<file path="src/rtl/fifo_axis_packetizer_pkg.sv">
// ============================================================================
// Package : fifo_axis_packetizer_pkg
// State encodings and skid-entry sizing shared by the packetizer files.
// Revision: 1.0
// ============================================================================
`default_nettype none

package fifo_axis_packetizer_pkg;

    localparam logic [1:0] ST_IDLE   = 2'd0;
    localparam logic [1:0] ST_RUN    = 2'd1;
    localparam logic [1:0] ST_FINISH = 2'd2;

    localparam int SKID_LAST_W = 1;

    // A skid entry carries {data, last}
    function automatic int skid_entry_width(input int data_w);
        return data_w + SKID_LAST_W;
    endfunction

endpackage

`default_nettype wire

</file>
<file path="src/rtl/fifo_axis_packetizer_skid.sv">
// ============================================================================
// Module  : axis_skid_buffer
// Two-entry registered skid; entry 0 is the output register.
// Revision: 1.0
// ============================================================================
`default_nettype none

module axis_skid_buffer
    import fifo_axis_packetizer_pkg::*;
#(
    parameter int WIDTH = 33
) (
    input  logic             clk,
    input  logic             rst_n,
    input  logic             clr,
    input  logic             in_valid,
    input  logic [WIDTH-1:0] in_data,
    output logic             space,
    output logic             out_valid,
    output logic [WIDTH-1:0] out_data,
    input  logic             out_ready,
    output logic             empty
);

    logic [1:0]       r_count;
    logic [WIDTH-1:0] r_ent0;
    logic [WIDTH-1:0] r_ent1;
    logic             w_pop;

    assign out_valid = (r_count != 2'd0);
    assign out_data  = r_ent0;
    assign empty     = (r_count == 2'd0);
    assign w_pop     = out_valid && out_ready;
    // A full buffer still accepts when the head leaves this cycle
    assign space     = (r_count < 2'd2) || w_pop;

    always_ff @(posedge clk or negedge rst_n) begin
        if (!rst_n) begin
            r_count <= 2'd0;
            r_ent0  <= '0;
            r_ent1  <= '0;
        end else if (clr) begin
            r_count <= 2'd0;
            r_ent0  <= '0;
            r_ent1  <= '0;
        end else begin
            case ({w_pop, in_valid})
                2'b11: begin
                    if (r_count == 2'd1) begin
                        r_ent0 <= in_data;
                    end else begin
                        r_ent0 <= r_ent1;
                        r_ent1 <= in_data;
                    end
                end
                2'b10: begin
                    r_ent0  <= r_ent1;
                    r_count <= r_count - 2'd1;
                end
                2'b01: begin
                    if (r_count == 2'd0) begin
                        r_ent0 <= in_data;
                    end else begin
                        r_ent1 <= in_data;
                    end
                    r_count <= r_count + 2'd1;
                end
                default: begin
                end
            endcase
        end
    end

endmodule

`default_nettype wire

</file>
<file path="src/rtl/fifo_axis_packetizer.sv">
// ============================================================================
// Module  : fifo_axis_packetizer
// Drains a show-ahead FIFO into an AXI4-Stream master, TLAST every pkt_len beats.
// Revision: 1.0
// ============================================================================
`default_nettype none

module fifo_axis_packetizer
    import fifo_axis_packetizer_pkg::*;
#(
    parameter int P1WIDTH         = 32,
    parameter int P2LEN_WIDTH     = 16,
    parameter int P3PKT_CNT_WIDTH = 32
) (
    input  logic                       clk,
    input  logic                       rst_n,
    input  logic                       clr,
    input  logic                       enable,
    input  logic [P2LEN_WIDTH-1:0]     pkt_len,
    input  logic [P1WIDTH-1:0]         fifo_d,
    input  logic                       fifo_empty_n,
    output logic                       fifo_deq,
    output logic [P1WIDTH-1:0]         m_axis_tdata,
    output logic                       m_axis_tvalid,
    input  logic                       m_axis_tready,
    output logic                       m_axis_tlast,
    output logic                       pkt_done,
    output logic [P3PKT_CNT_WIDTH-1:0] pkt_count,
    output logic                       busy
);

    localparam int ENTRY_W = skid_entry_width(P1WIDTH);

    logic [1:0]                 r_state;
    logic [1:0]                 w_state_nxt;
    logic [P2LEN_WIDTH-1:0]     r_beat_cnt;
    logic [P2LEN_WIDTH-1:0]     r_len_q;
    logic [P3PKT_CNT_WIDTH-1:0] r_pkt_count;
    logic                       r_pkt_done;

    logic [P2LEN_WIDTH-1:0]     w_len_eff;
    logic [P2LEN_WIDTH-1:0]     w_cur_len;
    logic [P2LEN_WIDTH-1:0]     w_beat_nxt;
    logic                       w_last;
    logic                       w_active;
    logic                       w_space;
    logic                       w_deq;
    logic                       w_skid_empty;
    logic                       w_tvalid;
    logic                       w_last_hs;
    logic [ENTRY_W-1:0]         w_entry_out;

    // The first beat of a packet uses the live length; later beats use the latched one
    assign w_len_eff  = (pkt_len == '0) ? P2LEN_WIDTH'(1) : pkt_len;
    assign w_cur_len  = (r_beat_cnt == '0) ? w_len_eff : r_len_q;
    assign w_last     = (r_beat_cnt == (w_cur_len - P2LEN_WIDTH'(1)));
    assign w_active   = (r_state == ST_RUN) || (r_state == ST_FINISH);
    assign w_deq      = fifo_empty_n && w_space && w_active && !clr;
    assign w_beat_nxt = !w_deq ? r_beat_cnt :
                        (w_last ? '0 : r_beat_cnt + P2LEN_WIDTH'(1));

    axis_skid_buffer #(
        .WIDTH (ENTRY_W)
    ) u_skid (
        .clk       (clk),
        .rst_n     (rst_n),
        .clr       (clr),
        .in_valid  (w_deq),
        .in_data   ({fifo_d, w_last}),
        .space     (w_space),
        .out_valid (w_tvalid),
        .out_data  (w_entry_out),
        .out_ready (m_axis_tready),
        .empty     (w_skid_empty)
    );

    always_comb begin
        w_state_nxt = r_state;
        case (r_state)
            ST_IDLE: begin
                if (enable) w_state_nxt = ST_RUN;
            end
            ST_RUN: begin
                // A beat dequeued this cycle may open a packet that must be completed
                if (!enable) w_state_nxt = (w_beat_nxt == '0) ? ST_IDLE : ST_FINISH;
            end
            ST_FINISH: begin
                if (enable) begin
                    w_state_nxt = ST_RUN;
                end else if (w_deq && w_last) begin
                    w_state_nxt = ST_IDLE;
                end
            end
            default: w_state_nxt = ST_IDLE;
        endcase
    end

    always_ff @(posedge clk or negedge rst_n) begin
        if (!rst_n) begin
            r_state    <= ST_IDLE;
            r_beat_cnt <= '0;
            r_len_q    <= '0;
        end else if (clr) begin
            r_state    <= ST_IDLE;
            r_beat_cnt <= '0;
            r_len_q    <= '0;
        end else begin
            r_state    <= w_state_nxt;
            r_beat_cnt <= w_beat_nxt;
            if (w_deq && (r_beat_cnt == '0)) r_len_q <= w_len_eff;
        end
    end

    assign w_last_hs = w_tvalid && m_axis_tready && w_entry_out[0];

    always_ff @(posedge clk or negedge rst_n) begin
        if (!rst_n) begin
            r_pkt_done  <= 1'b0;
            r_pkt_count <= '0;
        end else if (clr) begin
            r_pkt_done  <= 1'b0;
            r_pkt_count <= '0;
        end else begin
            r_pkt_done <= w_last_hs;
            if (w_last_hs) r_pkt_count <= r_pkt_count + P3PKT_CNT_WIDTH'(1);
        end
    end

    assign fifo_deq      = w_deq;
    assign m_axis_tvalid = w_tvalid;
    assign m_axis_tdata  = w_entry_out[ENTRY_W-1:1];
    assign m_axis_tlast  = w_entry_out[0] && w_tvalid;
    assign pkt_done      = r_pkt_done;
    assign pkt_count     = r_pkt_count;
    assign busy          = (r_state != ST_IDLE) || !w_skid_empty;

`ifndef SYNTHESIS
    a_deq_needs_data : assert property (@(posedge clk) disable iff (!rst_n)
        fifo_deq |-> fifo_empty_n);
    a_stream_hold : assert property (@(posedge clk) disable iff (!rst_n)
        (m_axis_tvalid && !m_axis_tready && !clr) |=>
        (m_axis_tvalid && $stable(m_axis_tdata) && $stable(m_axis_tlast)));
`endif

endmodule

`default_nettype wire

</file>
<file path="config.mk">
export PLATFORM = sky130hd
export DESIGN_NAME = fifo_axis_packetizer
export DESIGN_NICKNAME = d
export VERILOG_FILES = /design/src/rtl/fifo_axis_packetizer_pkg.sv /design/src/rtl/fifo_axis_packetizer_skid.sv /design/src/rtl/fifo_axis_packetizer.sv
export SDC_FILE = /design/constraint.sdc
export NUM_CORES = 1
export LEC_CHECK = 0
export BUFFER_PORTS_ARGS = -buffer_cell sky130_fd_sc_hd__buf_4
export CORE_MARGIN = 10
export CORE_UTILIZATION = 26
export CTS_BUF_LIST = sky130_fd_sc_hd__clkbuf_8
export DETAILED_ROUTE_END_ITERATION = 10
export GPL_ROUTABILITY_DRIVEN = 1
export PLACE_DENSITY_LB_ADDON = 0.05
export SKIP_CTS_REPAIR_TIMING = 1
export SYNTH_ARGS = -nofsm -noshare
export SYNTH_HDL_FRONTEND = slang
export SYNTH_SLANG_ARGS = --single-unit
export TNS_END_PERCENT = 30
</file>
<file path="constraint.sdc">
create_clock -name clk -period 5.7 [get_ports clk]
set_input_delay 0.855 -clock clk [delete_from_list [all_inputs] [get_ports clk]]
set_output_delay 0.855 -clock clk [all_outputs]
set_load 0.03 [all_outputs]
</file>
# == After elaboration in Yosys (flattened, before gate mapping) ==
# Cells that the tools add are included.
# W data, S select, Z words.
# totals
reg_bits,135
inputBits,54
out_inout_bits,69
wordCells,82
# op_classes
add_sub_neg,5
n_lt_le_gt_ge,1
eq_ne,13
n_mux,27
n_reduce_logical,28
# op_table
cell,count
$mux W33,6
$mux W16,7
$pmux W33 S3,1
$pmux W33 S2,1
$mux W32,2
$logic_not A16 Y1,3
$add A32 B1 Y32 const B,1
$add A16 B1 Y16 const B,1
$eq A16 B16 Y1,1
$sub A16 B1 Y16 const B,1
$ne A3 B3 Y1 const B,5
$mux W2,7
$logic_and A1 B1 Y1,8
$reduce_bool A2 Y1,4
$eq A2 B1 Y1 const B,3
$eq A2 B2 Y1 const B,3
$pmux W2 S3,1
$reduce_and A3 Y1,2
$reduce_bool A3 Y1,2
$logic_not A2 Y1,2
$ne A4 B3 Y1 const B,1
$pmux W2 S2,1
$reduce_bool A4 Y1,1
$logic_or A1 B1 Y1,3
other kinds (6),7

# == Longest topological paths before layout ==
# Gate-level depths: netlist (run 1).
# depth
word_depth,12
ltp_mapped,20
depth_no_buf,15

# == Cells and area by module ==
# Synthesis (run 1) repeated with hierarchy kept, for this count alone.
# hier_totals
cells_unflattened,841
hier_area_um2,8335.5
# by_module_without_submodules
mod,instances,cells_per_inst,area_each_um2,seq_area_each_um2
fifo_axis_packetizer,1,556,4823.4,1676.6
axis_skid_buffer,1,285,3512.1,1701.6

# == Least setup slack after synthesis (run 1) ==
# No wires, ideal clock.
# synth_path
path_kind,reg-to-reg
from,register r_beat_cnt[0]
to,register r_state[0]
setup_time_ns,0.128
arrival_time_ns,4.193
required_ns,5.572
slack_ns,1.379
path_stages_with_launch,19
path_buffers,3
period_less_slack_ns,4.321
cell_sequence,dfrtp_1 clkbuf_1 inv_1 ha_1 nand3_1 nor2_1 buf_4 mux2i_1 ha_1 nor3b_1 nand2_1 nor3_1 mux2i_1 a2111oi_0 o22ai_1 or4_4 buf_6 o31ai_1 mux2_1
# synth_between
elab_chain_cells,7
# synth_lines
item,line,rtl
from (decl),fifo_axis_packetizer.sv:36,logic [P2LEN_WIDTH-1:0] r_beat_cnt;
from (signal assigned),fifo_axis_packetizer.sv:109,r_beat_cnt <= w_beat_nxt;
$logic_not A16 Y1,fifo_axis_packetizer.sv:55,assign w_cur_len = (r_beat_cnt == '0) ? w_len_eff : r_len_q;
$mux W16,fifo_axis_packetizer.sv:55,
$sub A16 B1 Y16,fifo_axis_packetizer.sv:56,assign w_last = (r_beat_cnt == (w_cur_len - P2LEN_WIDTH'(1)));
$eq A16 B16 Y1 *,fifo_axis_packetizer.sv:56,
$logic_and A1 B1 Y1 *,fifo_axis_packetizer.sv:90,end else if (w_deq && w_last) begin
$ne A4 B3 Y1 (no source line) *,-,
$reduce_and A3 Y1 (no source line) *,-,
to (signal assigned),fifo_axis_packetizer.sv:108,r_state <= w_state_nxt;
to (decl),fifo_axis_packetizer.sv:34,logic [1:0] r_state;
# Every way passes the cells marked *; elsewhere a longest branch is shown, timed or not.
# A chain may end at the register's enable or synchronous reset.

# == Worst setup path in the final report (run 1) ==
# Same ends and word-level chain as after synthesis.

==> results of run 1 <==
registers in the layout, indices dropped and copies added (netlist names):
signal	count
pkt_count	32
pkt_done	1
r_beat_cnt	16
r_len_q	16
r_state	2
u_skid.out_data	33
u_skid.r_count	2
u_skid.r_ent1	33
worst max-delay path: cells and delay by family (launching register included):
family	cells	cell delay [ns]
fa+ha+maj	2	0.44
buf+inv	1	0.11
compound gates	3	0.84
mux	3	0.82
flops	1	0.49
simple gates	6	2.03
per-stage QoR:
step | hold WS, ns | total power [mW] | setup slack, ns | std cells | utilization (%)
global placement | 0.491 | 2.92 | 0.928 | 1373 | 29.5
global route | 0.320 | 3.98 | 0.285 | 1405 | 30.8
CTS | 0.309 | 3.76 | 0.754 | 1405 | 30.8
finish | 0.328 | 3.69 | 0.845 | 1405 | 30.8
detailed placement | 0.496 | 2.91 | 0.795 | 1373 | 29.5
floorplan | 0.474 | 2.48 | 1.38 | 928 | -
Yosys cell counts, drive strengths merged, types with 3 or more instances:
master / instances
dfrtp: 135
nand2: 134
a21oi: 83
nor2: 76
buf: 51
clkbuf: 46
mux2i: 44
a22o: 34
a221oi: 32
xnor2: 32
xor2: 32
o21ai: 26
nor3: 23
inv: 20
and3: 17
nand3: 17
nor4: 15
ha: 13
nand4: 10
or3: 10
o31ai: 9
a211oi: 6
nor2b: 6
a31oi: 5
and2: 5
nor3b: 5
o211a: 5
and4: 4
mux2: 4
a2111oi: 3
a311oi: 3
o31a: 3
worst max-delay path by stage:
| stage | start | end | slack [ns] | cells after the start |
|---|---|---|---|---|
| finish | r_beat_cnt[0] | r_state[0] | 0.85 | 15 |
| global route | r_beat_cnt[7] | r_state[0] | 0.29 | 14 |
| CTS | r_beat_cnt[7] | r_state[0] | 0.75 | 14 |
| detailed placement | r_beat_cnt[0] | r_state[0] | 0.80 | 15 |
| global placement | r_beat_cnt[7] | r_state[0] | 0.93 | 14 |
| floorplan | r_beat_cnt[0] | r_state[0] | 1.38 | 18 |
cell families after synthesis:
kind of cell / synth area share (%)
mux: 5.88
flops: 40.9
simple gates: 19.0
compound gates: 18.1
fa+ha+maj: 1.97
xor+xnor: 6.78
buf+inv: 7.44
cell type report:
type | count | area share (%)
Clock buffer | 17 | 2.42
Clock inverter | 15 | 1.61
Inverter | 21 | 0.814
Multi-Input combinational cell | 675 | 44.2
Sequential cell | 135 | 34.9
Tap cell | 402 | 5.19
Timing Repair Buffer | 140 | 10.9
routing by layer:
layer	GRT usage (%)	up-vias	routed length, um
met3	4.06	13	1530
met1	19.8	3404	13600
met5	0	-	0
met2	21.0	134	11900
li1	-	3409	-
met4	3.08	0	234
where the power goes:
group	switching, mW	internal [mW]
Clock	0.434	0.389
Sequential	0.132	1.12
Combinational	1.00	0.619
==> flow_metrics.env, run 1 <==
export IMPL_status="completed"
export IMPL_die_area_um2=39300
export IMPL_drt_iter0_drc=485
export IMPL_clk_latency_ns=0.47
export IMPL_netlist_instances=928
export IMPL_crit_type="flop to flop"
export IMPL_vias_per_cell=4.95
export IMPL_cp_slowest_cell="or4_4"
export IMPL_cap_viol_max_count=0
export IMPL_clock_path_buffers=2
export IMPL_nNetsFinal=1057
export IMPL_layout_drive_gt1_share_pct=18.9
export IMPL_antenna_left=0
export IMPL_synth_cell_area_um2=8260
export IMPL_maxSlewViolCount=0
export IMPL_synth_nets=995
export IMPL_final_common_cell="buf_4"
export IMPL_design_area_um2=9690
export IMPL_synth_top_flop_cell="dfrtp_1"
export IMPL_port_buffers=122
export IMPL_overflow=0
export IMPL_synth_cell_types=63
export IMPL_cp_max_fo=10
export IMPL_period_needed_ns=4.85
export IMPL_synth_async_reset_ratio_pct=100
export IMPL_drt_pre_antenna_iters=5
export IMPL_reg2reg_from="r_beat_cnt[0]"
export IMPL_ios=123
export IMPL_ys_seq_elements=135
export IMPL_slew_headroom_pct=45.1
export IMPL_finalCritPeriodShare_pct=85.2
export IMPL_chipWidth_um=198
export IMPL_setup_tns_ns=0
export IMPL_rows=65
export IMPL_grt_usage_pct=14.1
export IMPL_drc=0
export IMPL_timing_rr_end="r_state[0]"
export IMPL_finalHoldViolations=0
export IMPL_routabilityCongestion=0.878
export IMPL_multi_input_area_um2=4280
export IMPL_grt_pass1_vias=7176
export IMPL_finClkSkew_ns=0.0132
export IMPL_worstPathRequired_ns=6.06
export IMPL_clock_sinks=135
export IMPL_setup_viol=0
export IMPL_synth_area_leaders="dfrtp_1 41%, nand2_1 6.0%, mux2i_1 5.3%, a21oi_1 5.0%, a22o_1 3.6%"
export IMPL_path_cells="inv_1 > ha_1 > nand3_1 > nor2_1 > mux2i_1 > ha_1 > nor3b_1 > nand2_1 > nor3_1 > mux2i_1 > a2111oi_0 > o22ai_1 > or4_4 > o31ai_1 > mux2_1"
export IMPL_regArea_um2=3380
export IMPL_diodes=0
export IMPL_cts_tree="built"
export IMPL_grt_max_degree=48
export IMPL_layout_common_cells="139 x buf_4, 135 x dfrtp_1, 133 x nand2_1"
export IMPL_grt_pass1_wl_um=43300
export IMPL_dpl_cell_area_um2=9300
export IMPL_synth_top_cell_area_share_pct=40.9
export IMPL_seq_area_frac_synth_pct=40.9
export IMPL_reg2reg_slack_ns=0.85
export IMPL_cp_slowest_stage_delay_ns=0.63
export IMPL_endpoint_kind="flop"
export IMPL_via_count=6960
export IMPL_p_leak_nw=4.21
export IMPL_tightest_slew_ns=0.823
export IMPL_cts_buffers=17
export IMPL_ir_worst_vdd_uv=143
export IMPL_wl_um=27200
export IMPL_start_util_pct=26.2
export IMPL_h_tree_depth=4
export IMPL_rsz0062_at_grt="false"
export IMPL_reg2reg_depth=15
export IMPL_power_density_nw_per_um2=381
export IMPL_avgSynthCellArea_um2=8.90
export IMPL_synth_edf_count=0
export IMPL_dp_hpwl_um=18600
export IMPL_fp_coreArea_um2=31500
export IMPL_arrival_ns=5.21
export IMPL_holdCritPathClass="input port to async pin"
export IMPL_die_height_um=198
export IMPL_cts_root_buf="clkbuf_8"
export IMPL_ys_warn_count=0
export IMPL_fmax_mhz=206
export IMPL_fill_cells=3345
export IMPL_yosys_area_top_type="dfrtp_1"
export IMPL_path_clk_slew_ns=0.09
export IMPL_avgRoutedWirePerCell_um=19.4
export IMPL_crit_path_start_kind="flop"
export IMPL_antenna_found_initial=0
export IMPL_syn2layout_area_growth_pct=17.3
Note: power is estimated with default switching activity, not from simulation.
==> run 2, diff against run 1 <==
--- a/config.mk
+++ b/config.mk
@@ -5,6 +5,7 @@
 export SDC_FILE = /design/constraint.sdc
 export NUM_CORES = 1
 export LEC_CHECK = 0
+export ABC_AREA = 1
 export BUFFER_PORTS_ARGS = -buffer_cell sky130_fd_sc_hd__buf_4
 export CORE_MARGIN = 10
 export CORE_UTILIZATION = 26
==> constraint.sdc (replaced) <==
create_clock -name clk -period 5.7 [get_ports clk]
set_input_delay 0.855 -clock clk [delete_from_list [all_inputs] [get_ports clk]]
set_output_delay 0.855 -clock clk [all_outputs]
set_load 0.1 [all_outputs]
==> run 2 against run 1 <==
Clock skew is 0.00083 ns higher. Critical path type unchanged. Total power is 10% higher. Non-clock buffer count is 5 lower. Largest power group unchanged. Clock power is 8.0% higher. Critical path depth is 9 higher.
==> flow_metrics.env, run 2 <==
export IMPL_cap_viol_max_count=0
export IMPL_worstPathRequired_ns=6.07
export IMPL_synth_top_cell_area_share_pct=40.4
export IMPL_crit_type="flop to flop"
export IMPL_layout_common_cells="257 x nand2_1, 177 x inv_1, 135 x dfrtp_1"
export IMPL_cts_buffers=17
export IMPL_synth_cell_types=38
export IMPL_synth_most_common_cell="nand2_1"
export IMPL_arrival_ns=4.47
export IMPL_grt_max_degree=67
export IMPL_regArea_um2=3380
export IMPL_fp_coreArea_um2=31600
export IMPL_cpMostUsedCell="nand2_1"
export IMPL_place_inst=1602
export IMPL_drt_iter0_drc=426
export IMPL_holdCritPathClass="input port to async pin"
export IMPL_clock_sinks=135
export IMPL_grt_usage_pct=14.3
export IMPL_yosys_area_share_xor_xnor_pct=1.89
export IMPL_multi_input_area_um2=3860
export IMPL_synth_top_flop_cell="dfrtp_1"
export IMPL_die_area_um2=39700
export IMPL_slew_headroom_pct=50.4
export IMPL_synth_async_reset_ratio_pct=100
export IMPL_layout_drive_gt1_share_pct=15.6
export IMPL_netlist_instances=1146
export IMPL_synth_compound_area_share_pct=17.8
export IMPL_grt_pass1_wl_um=44400
export IMPL_die_height_um=199
export IMPL_avgRoutedWirePerCell_um=17.0
export IMPL_drt_pre_antenna_iters=5
export IMPL_setup_tns_ns=0
export IMPL_ys_seq_elements=135
export IMPL_clk_latency_ns=0.46
export IMPL_cts_tree="built"
export IMPL_yosys_area_share_simple_pct=24.2
export IMPL_finalHoldViolations=0
export IMPL_syn2layout_area_growth_pct=18.0
export IMPL_path_clk_slew_ns=0.09
export IMPL_chipWidth_um=199
export IMPL_instances_no_fill=1634
export IMPL_routabilityCongestion=0.793
export IMPL_yosys_area_top_type="dfrtp_1"
export IMPL_rows=65
export IMPL_setup_viol=0
export IMPL_port_buffers=122
export IMPL_wl_um=27700
export IMPL_synth_edf_count=0
export IMPL_crit_buf_inv=2
export IMPL_ys_warn_count=0
export IMPL_diodes=0
export IMPL_cp_slowest_stage_delay_ns=0.47
export IMPL_vias_per_cell=4.68
export IMPL_clock_path_buffers=2
export IMPL_drc=0
export IMPL_grt_pass1_vias=7812
export IMPL_ys_top_cells_by_count="257 x nand2_1, 178 x inv_1, 135 x dfrtp_1, 78 x nor2_1, 78 x o22ai_1"
export IMPL_p_leak_nw=4.96
export IMPL_synth_fa_ha_area_share_pct=1.95
export IMPL_period_needed_ns=4.10
export IMPL_overflow=0
export IMPL_path_cells="inv_1 > ha_1 > nand2_1 > nor2_4 > nand2_1 > inv_2 > nand3_1 > nand2_2 > ha_1 > nand2_2 > nor2_4 > nand3_1 > nand3_1 > nand2_1 > nor2_1 > nand2_1 > nor2_2 > nand3_2 > nand3b_1 > nand2_1 > nor2_1 > nand2_1 > nand2_1 > nand2_1"
export IMPL_ir_worst_vdd_uv=221
export IMPL_avgSynthCellArea_um2=7.29
export IMPL_maxSlewViolCount=0
export IMPL_dp_hpwl_um=19600
export IMPL_path_delay_family="simple AND/OR/NAND/NOR gates"
export IMPL_antenna_found_initial=0
export IMPL_cp_slowest_cell="nand2_1"
export IMPL_antenna_left=0
export IMPL_synth_nets=1213
export IMPL_endpoint_kind="flop"
export IMPL_finClkSkew_ns=0.0141
export IMPL_synth_area_leaders="dfrtp_1 40%, nand2_1 12%, inv_1 8.0%, o22ai_1 5.8%, nand3_1 4.3%"
export IMPL_via_count=7655
export IMPL_cts_root_buf="clkbuf_8"
export IMPL_synth_mux_area_fraction_pct=0
export IMPL_ios=123
export IMPL_hold_worst_slack_ns=0.371
export IMPL_rsz0062_at_grt="false"
export IMPL_final_common_cell="nand2_1"
export IMPL_synth_top_family_by_area="simple AND/OR/NAND/NOR gates"
export IMPL_fill_cells=3401
export IMPL_seq_area_frac_synth_pct=40.4
export IMPL_status="completed"
export IMPL_tightest_slew_ns=0.745
export IMPL_start_util_pct=26.4
export IMPL_finalCritPeriodShare_pct=72.0
export IMPL_h_tree_depth=4
export IMPL_crit_path_start_kind="flop"
export IMPL_synth_cell_area_um2=8350
export IMPL_nNetsFinal=1286
export IMPL_fmax_mhz=244
export IMPL_cp_max_fo=23
export IMPL_power_density_nw_per_um2=412
run 2: cell count changes after synthesis, moves of 21 or more:
cell      previous run  this run
o22ai_1              1        78
xnor2_1             32         2
a21oi_1             83        62
a221oi_1            32         0
nand3_1             16        71
mux2i_1             44         0
inv_1               20       178
o21ai_0             24        56
nand2_1            133       257
run 2: report_power, final:
group	internal, mW	switching (mW)	leakage, nW	total [mW]
Clock	0.449	0.440	0.215	0.889
Combinational	0.499	1.47	2.91	1.97
Sequential	1.11	0.0948	1.83	1.20
Total	2.05	2.01	4.96	4.06
run 2: final cells by class:
class                           count  area share, %
Multi-Input combinational cell    748           39.1
Clock buffer                       18           2.51
Timing Repair Buffer              135           10.3
Tap cell                          402           5.10
Sequential cell                   135           34.3
Inverter                          182           6.93
Clock inverter                     14           1.75
run 2: kinds of logic after synthesis:
kind of cell / count (synthesis)
AND/OR/NAND/NOR: 470
buffers and inverters: 263
AO/OA/AOI/OAI: 247
flip-flops: 135
XOR/XNOR: 18
adder cells (fa/ha/maj): 13
run 2: worst paths after layout:
kind / from / endpoint / slack [ns] / depth (start not counted)
worst max-delay path: r_beat_cnt[0] / r_state[1] / 1.60 / 24
worst min-delay path: rst_n / r_len_q[6] / 0.37 / 1
worst max register to register: r_beat_cnt[0] / r_state[1] / 1.60 / 24
worst min register to register: pkt_count[31] / pkt_count[31] / 0.47 / 1
max in group asynchronous: rst_n / u_skid.out_data[10] / 4.13 / 2
min in group clk: pkt_count[31] / pkt_count[31] / 0.47 / 1
run 2: routing by layer:
layer	vias up	part of all wire, %	global-route usage [%]
li1	3895	-	-
met2	134	48	23.4
met5	-	0	0
met1	3615	47	18.5
met3	11	4.1	3.48
met4	0	1.0	3.48
run 2: per-stage QoR:
step	area, um^2	utilization (%)	power, mW	setup WS (ns)
finish	9860	31.2	4.06	1.60
floorplan	8350	-	2.82	2.42
global route	9860	31.2	4.36	1.05
CTS	9860	31.2	4.14	1.55
global placement	9440	29.8	3.23	1.60
detailed placement	9440	29.8	3.22	1.56
